<file path="config.mk">
export PLATFORM = sky130hd
export DESIGN_NAME = paddle_ctrl
export DESIGN_NICKNAME = d
export VERILOG_FILES = /design/src/rtl/paddle_ctrl.sv
export SDC_FILE = /design/constraint.sdc
export NUM_CORES = 1
export LEC_CHECK = 0
export ABC_AREA = 1
export CORE_ASPECT_RATIO = 0.6
export CORE_MARGIN = 2
export CORE_UTILIZATION = 60
export CTS_CLUSTER_SIZE = 24
export DETAILED_ROUTE_END_ITERATION = 8
export PLACE_DENSITY = 0.82
export SLEW_MARGIN = 25
export SYNTH_ARGS = -nofsm -noshare
export SYNTH_HDL_FRONTEND = slang
export SYNTH_SLANG_ARGS = --single-unit
</file>
<file path="constraint.sdc">
create_clock -name clk -period 7.6 [get_ports clk]
set_input_delay 0.76 -clock clk [delete_from_list [all_inputs] [get_ports clk]]
set_output_delay 0.76 -clock clk [all_outputs]
set_load 0.05 [all_outputs]
</file>
<file path="src/rtl/paddle_ctrl.sv">
// paddle_ctrl: Pong paddle position controller.
// Turns two raw active-low buttons, or an auto-track target, into a registered
// paddle top-edge coordinate. Movement happens once per prescaler tick and
// accelerates when a direction is held. The result is clamped to the playfield.
module paddle_ctrl #(
  parameter int WIDTH       = 10,
  parameter int SCREEN_H    = 480,
  parameter int PADDLE_H    = 100,
  parameter int Y_RESET     = 100,
  parameter int TICK_DIV    = 262144,
  parameter int ACCEL_TICKS = 8,
  parameter int SLOW_STEP   = 1,
  parameter int FAST_STEP   = 4,
  parameter int AI_STEP     = 2,
  parameter int DEADBAND    = 4
) (
  input  logic             clk,
  input  logic             rst_n,
  input  logic             btn_up_n,
  input  logic             btn_down_n,
  input  logic             ai_en,
  input  logic [WIDTH-1:0] target_y,
  output logic [WIDTH-1:0] y_pos,
  output logic             at_top,
  output logic             at_bottom,
  output logic             upd
);

  localparam int Y_LIMIT = SCREEN_H - PADDLE_H;
  localparam int CNT_W   = $clog2(TICK_DIV);
  localparam int HOLD_W  = (ACCEL_TICKS > 1) ? $clog2(ACCEL_TICKS + 1) : 1;
  localparam int CW      = WIDTH + 1;  // width of the paddle-centre sum
  localparam int AW      = WIDTH + 2;  // signed working width of position arithmetic

  typedef enum logic [1:0] {
    S_IDLE = 2'd0,
    S_SLOW = 2'd1,
    S_FAST = 2'd2
  } speed_t;

  // Button synchronisers (idle level is 1 = released)
  logic r_up_meta;
  logic r_up_sync;
  logic r_dn_meta;
  logic r_dn_sync;

  // Movement prescaler
  logic [CNT_W-1:0] r_cnt;
  logic             w_tick;

  // Speed FSM state
  speed_t            r_state;
  logic [HOLD_W-1:0] r_hold;
  logic              r_last_dn;   // direction of the current run: 1 = down

  // Registered outputs
  logic [WIDTH-1:0] r_y_pos;
  logic             r_at_top;
  logic             r_at_bottom;
  logic             r_upd;

  // Decoded manual direction
  logic w_press_up;
  logic w_press_dn;
  logic w_dir_up;
  logic w_dir_dn;
  logic w_dir_any;
  logic w_restart;
  logic [HOLD_W-1:0] w_hold_inc;

  // Auto-track comparison
  logic [CW-1:0] w_centre;
  logic [AW-1:0] w_centre_ext;
  logic [AW-1:0] w_target_ext;
  logic          w_ai_up;
  logic          w_ai_dn;

  // Position arithmetic
  logic [AW-1:0]    w_step;
  logic             w_move_dn;
  logic [AW-1:0]    w_y_ext;
  logic [AW-1:0]    w_sum;
  logic [WIDTH-1:0] w_y_next;

  // Bring both raw buttons into the clk domain through two flops each
  always_ff @(posedge clk or negedge rst_n) begin
    if (!rst_n) begin
      r_up_meta <= 1'b1;
      r_up_sync <= 1'b1;
      r_dn_meta <= 1'b1;
      r_dn_sync <= 1'b1;
    end else begin
      r_up_meta <= btn_up_n;
      r_up_sync <= r_up_meta;
      r_dn_meta <= btn_down_n;
      r_dn_sync <= r_dn_meta;
    end
  end

  // The tick is the last count of each prescaler period
  assign w_tick = (r_cnt == CNT_W'(TICK_DIV - 1));

  // Free-running prescaler, restarts from zero after reset
  always_ff @(posedge clk or negedge rst_n) begin
    if (!rst_n) begin
      r_cnt <= '0;
    end else if (w_tick) begin
      r_cnt <= '0;
    end else begin
      r_cnt <= r_cnt + CNT_W'(1);
    end
  end

  // Both buttons pressed cancel each other out
  assign w_press_up = ~r_up_sync;
  assign w_press_dn = ~r_dn_sync;
  assign w_dir_up   = w_press_up & ~w_press_dn;
  assign w_dir_dn   = w_press_dn & ~w_press_up;
  assign w_dir_any  = w_dir_up | w_dir_dn;

  // A run restarts from SLOW when starting from rest or on a reversal
  assign w_restart  = w_dir_any & ((r_state == S_IDLE) | (w_dir_dn != r_last_dn));
  assign w_hold_inc = (r_hold >= HOLD_W'(ACCEL_TICKS)) ? r_hold : (r_hold + HOLD_W'(1));

  // Paddle centre and hysteresis window, all compared unsigned in AW bits
  assign w_centre     = {1'b0, r_y_pos} + CW'(PADDLE_H / 2);
  assign w_centre_ext = AW'(w_centre);
  assign w_target_ext = AW'(target_y);
  assign w_ai_up      = (w_target_ext + AW'(DEADBAND)) < w_centre_ext;
  assign w_ai_dn      = w_target_ext > (w_centre_ext + AW'(DEADBAND));

  // Choose step magnitude and direction for this tick
  always_comb begin
    w_step    = '0;
    w_move_dn = 1'b0;
    if (ai_en) begin
      if (w_ai_up) begin
        w_step    = AW'(AI_STEP);
        w_move_dn = 1'b0;
      end else if (w_ai_dn) begin
        w_step    = AW'(AI_STEP);
        w_move_dn = 1'b1;
      end
    end else if (w_dir_any) begin
      w_move_dn = w_dir_dn;
      // The tick that promotes SLOW to FAST still moves at the slow rate
      if (!w_restart && (r_state == S_FAST)) begin
        w_step = AW'(FAST_STEP);
      end else begin
        w_step = AW'(SLOW_STEP);
      end
    end
  end

  // An up-move past zero wraps negative in AW bits, which sets the top bit
  assign w_y_ext = AW'(r_y_pos);
  assign w_sum   = w_move_dn ? (w_y_ext + w_step) : (w_y_ext - w_step);

  // Clamp the candidate position to [0, Y_LIMIT]
  always_comb begin
    w_y_next = w_sum[WIDTH-1:0];
    if (w_sum[AW-1]) begin
      w_y_next = '0;
    end else if (w_sum > AW'(Y_LIMIT)) begin
      w_y_next = WIDTH'(Y_LIMIT);
    end
  end

  // Speed FSM: tracks how long one manual direction has been held
  always_ff @(posedge clk or negedge rst_n) begin
    if (!rst_n) begin
      r_state   <= S_IDLE;
      r_hold    <= '0;
      r_last_dn <= 1'b0;
    end else if (w_tick) begin
      if (ai_en || !w_dir_any) begin
        r_state <= S_IDLE;
        r_hold  <= '0;
      end else begin
        r_last_dn <= w_dir_dn;
        if (w_restart) begin
          r_state <= S_SLOW;
          r_hold  <= HOLD_W'(1);
        end else begin
          // Wall contact does not interrupt the run; only dir changes do
          r_hold <= w_hold_inc;
          if (w_hold_inc >= HOLD_W'(ACCEL_TICKS)) begin
            r_state <= S_FAST;
          end
        end
      end
    end
  end

  // Register position, wall flags and the update pulse together on each tick
  always_ff @(posedge clk or negedge rst_n) begin
    if (!rst_n) begin
      r_y_pos     <= WIDTH'(Y_RESET);
      r_at_top    <= (Y_RESET == 0);
      r_at_bottom <= (Y_RESET == Y_LIMIT);
      r_upd       <= 1'b0;
    end else if (w_tick) begin
      r_y_pos     <= w_y_next;
      r_at_top    <= (w_y_next == '0);
      r_at_bottom <= (w_y_next == WIDTH'(Y_LIMIT));
      r_upd       <= (w_y_next != r_y_pos);
    end else begin
      r_upd <= 1'b0;
    end
  end

  assign y_pos     = r_y_pos;
  assign at_top    = r_at_top;
  assign at_bottom = r_at_bottom;
  assign upd       = r_upd;

endmodule

</file>
==> flow_summary.toml <==
[sta]
holdWs_ns = 0.360
layout_min_cycle_time_ns = 6.16
worst_slew_pin_slew_ns = 0.900
fmax_mhz = 162
hold_viol_final = 0
rsz0062_at_grt = "false"
maxSlewHeadroom = 0.400
setup_total_negative_slack_ns = 0
maxSlewViolCount = 0
fin_ws_ns = 1.44
fin_skew_ns = 0.00318
finalSetupViolCount = 0
fin_crit_sh = 0.810

[global_routing]
antenna_found_initial = 0
grt-ovfl-total = 0
grt_first_pass_wirelength_mm = 14.8
grt_usage = 0.274
first_global_vias = 3145
grt_max_degree = 43

[die]
die_area_um2 = 6760
initial_core_util = 0.639
die_h_um = 64.5
ioPinCount = 28
core_um2 = 5730
rows = 21
die_w_um = 105

[layout]
synthToLayoutAreaGrowth_pct = 12.0
final_cells = 615
n_antenna_cell = 0
utilization = 0.715
nets = 586
fin_area_um2 = 4100
fill_cells = 495
layout-drive-gt1-share = 0.0860

[detailed_routing]
ant_nets = 0
vias_per_cell = 5.41
routedWlPerCell_um = 13.7
drcViolationCount = 0
drt-pass1-iter-count = 5
wl_mm = 8.46
drt_iter0_drc = 211
via_count = 3330

[synthesis]
synth_cell_type_count = 45
syn_area_um2 = 3660
synthMuxAreaShare = 0.00274
ys_seq_area_frac = 0.290
synth_fa_ha_area_frac = 0.129
netlist_instances = 503
synth_compound_area_frac = 0.0926
ys_warn_count = 0
synth-xor-area-share = 0.0875
yosys.area_share.simple = 0.311
ys_ff_latch = 42
synth_top_family_by_area = "simple AND/OR/NAND/NOR gates"
avgSynthCellArea_um2 = 7.28
syn_nets = 555

[placement]
gp_congestion = 0.954
hpwlAfterDp_mm = 6.77
dp.cells = 607
placed_area_um2 = 4010
portBuffers = 27
post-place-ws_ns = 1.52

[critical_path]
startpoint_type = "register"
crit_buf_inv = 4
cp_top_family = "simple AND/OR/NAND/NOR gates"
worst_ep_arrival_time_ns = 6.35
worst_path_max_delay_cell = "dfrtp_1"
endpoint_kind = "register"
worstPathRequired_ns = 7.79
path_class = "register to register"
r2r_slack_ns = 1.44
critical_path_peak_fanout = 9
r2r-end = "upd"
crit_top_cell = "nand2_1"
rr_startpoint = "y_pos[1]"
r2r_cells = 40
crit_path_max_incr_delay_ns = 0.62

[outcome]
outcome = "finished, final reports clean"

[cts]
numCtsBuffers = 5
clk_latency_ns = 0.30
postCtsSetupBuffers = 0
post_cts_resized = 0
hold_buffers = 0
clk_pin_slew_worst_paths_ns = 0.08
cts_max_level = 2
clockBufferDepth = 2
cts_sinks = 42
tritoncts = "done"
cts_root_buffer = "clkbuf_8"

[min_path]
min_from = "r_dn_meta"
hold_depth = 0
whs_endpoint = "r_dn_sync"
min_path_type = "register to register"

[power]
p_total_uw = 551
ir_drop_v = 0.000116
powerDensity_nw_per_um2 = 134
p_leak_nw = 2.18

[run]
cap_viol_max_count = 0
==> layer usage <==
layer | vias up | GRT usage | wire length (um) | part of all wire
li1 | 1689 | - | - | -
met1 | 1529 | 0.407 | 4350 | 0.51
met2 | 103 | 0.418 | 3460 | 0.41
met3 | 9 | 0.0644 | 592 | 0.070
met4 | 0 | 0.0317 | 48 | 0.0057
met5 | - | 0 | 0 | 0
==> cell usage in the layout, fill, tap and decap left out, drive strengths merged, types with 2 or more instances in the layout <==
cell type | synthesis | final
a21o | 2 | 2
a21oi | 18 | 18
a31oi | 2 | 2
and3 | 2 | 2
clkbuf | 2 | 7
clkdlybuf4s50 | 0 | 26
clkinv | 1 | 2
dfrtp | 35 | 35
dfstp | 7 | 7
ha | 36 | 36
inv | 80 | 80
nand2 | 118 | 118
nand3 | 44 | 44
nand3b | 4 | 4
nand4 | 17 | 17
nor2 | 54 | 54
nor3 | 4 | 4
o211ai | 2 | 2
o21ai | 24 | 24
o21bai | 3 | 3
o22ai | 2 | 2
or2 | 3 | 3
xnor2 | 9 | 9
xor2 | 25 | 25
==> state kept, by name, summed over array words and instances (netlist names), 2 cells and up <==
register and flops:
r_cnt 18, r_state 2, r_hold 4, y_pos 10
==> cell type report <==
cell class	count	area [um^2]	share of cell area
Clock buffer	7	86.3	0.0211
Multi-Input combinational cell	377	2280	0.556
Tap cell	80	100	0.0244
Clock inverter	1	5.00	0.00122
Inverter	81	304	0.0742
Sequential cell	42	1060	0.259
Timing Repair Buffer	27	265	0.0647
==> kinds of logic (layout without fill, tap and decap cells) <==
| kind of cell | Yosys count | in the layout |
|---|---|---|
| AND/OR/NAND/NOR | 248 | 248 |
| buffers and inverters | 84 | 116 |
| AO/OA/AOI/OAI | 57 | 57 |
| flip-flops | 42 | 42 |
| adder cells (fa/ha/maj) | 37 | 37 |
| XOR/XNOR | 34 | 34 |
| multiplexers | 1 | 1 |
==> worst reg2reg max path, delay by kind of cell (launching register included) <==
| kind | cells | cell delay [ns] |
|---|---|---|
| buf+inv | 4 | 0.30 |
| flops | 1 | 0.62 |
| simple gates | 24 | 2.43 |
| compound gates | 5 | 0.95 |
| fa+ha+maj | 4 | 1.20 |
| xor+xnor | 3 | 0.56 |
==> power by group <==
group / total, mW / internal [mW] / switching (mW)
Clock: 0.152 / 0.0734 / 0.0782
Sequential: 0.226 / 0.225 / 0.000310
Combinational: 0.174 / 0.0625 / 0.111
==> Yosys cell counts, drive strengths merged <==
| cell | number | area share |
|---|---|---|
| clkinv | 1 | 0.0010 |
| xor2 | 25 | 0.066 |
| buf | 1 | 0.0031 |
| nor3b | 1 | 0.0021 |
| dfstp | 7 | 0.050 |
| a31o | 1 | 0.0024 |
| nor2 | 54 | 0.063 |
| nand4 | 17 | 0.031 |
| o22ai | 2 | 0.0034 |
| a31oi | 2 | 0.0034 |
| o21ai | 24 | 0.034 |
| a21oi | 18 | 0.029 |
| nand2 | 118 | 0.13 |
| nor3 | 4 | 0.0055 |
| nor4 | 1 | 0.0017 |
| and3 | 2 | 0.0034 |
| or2 | 3 | 0.0051 |
| o21bai | 3 | 0.0062 |
| ha | 36 | 0.12 |
| clkbuf | 2 | 0.0021 |
| nand3 | 44 | 0.064 |
| nand3b | 4 | 0.0082 |
| o211ai | 2 | 0.0041 |
| a21o | 2 | 0.0041 |
| a221oi | 1 | 0.0024 |
| xnor2 | 9 | 0.022 |
| inv | 80 | 0.082 |
| mux2i | 1 | 0.0027 |
| o21a | 1 | 0.0021 |
| a211oi | 1 | 0.0021 |
| fa | 1 | 0.0055 |
| dfrtp | 35 | 0.24 |
==> worst max path at each step <==
stage	start	end	cells after the start
final	y_pos[1]	upd	40
after floorplan	y_pos[1]	upd	39
after global placement	y_pos[1]	upd	39
after global routing	y_pos[1]	upd	39
after CTS	y_pos[1]	upd	40
after detailed placement	y_pos[1]	upd	40
(Power assumes the default switching activity.)
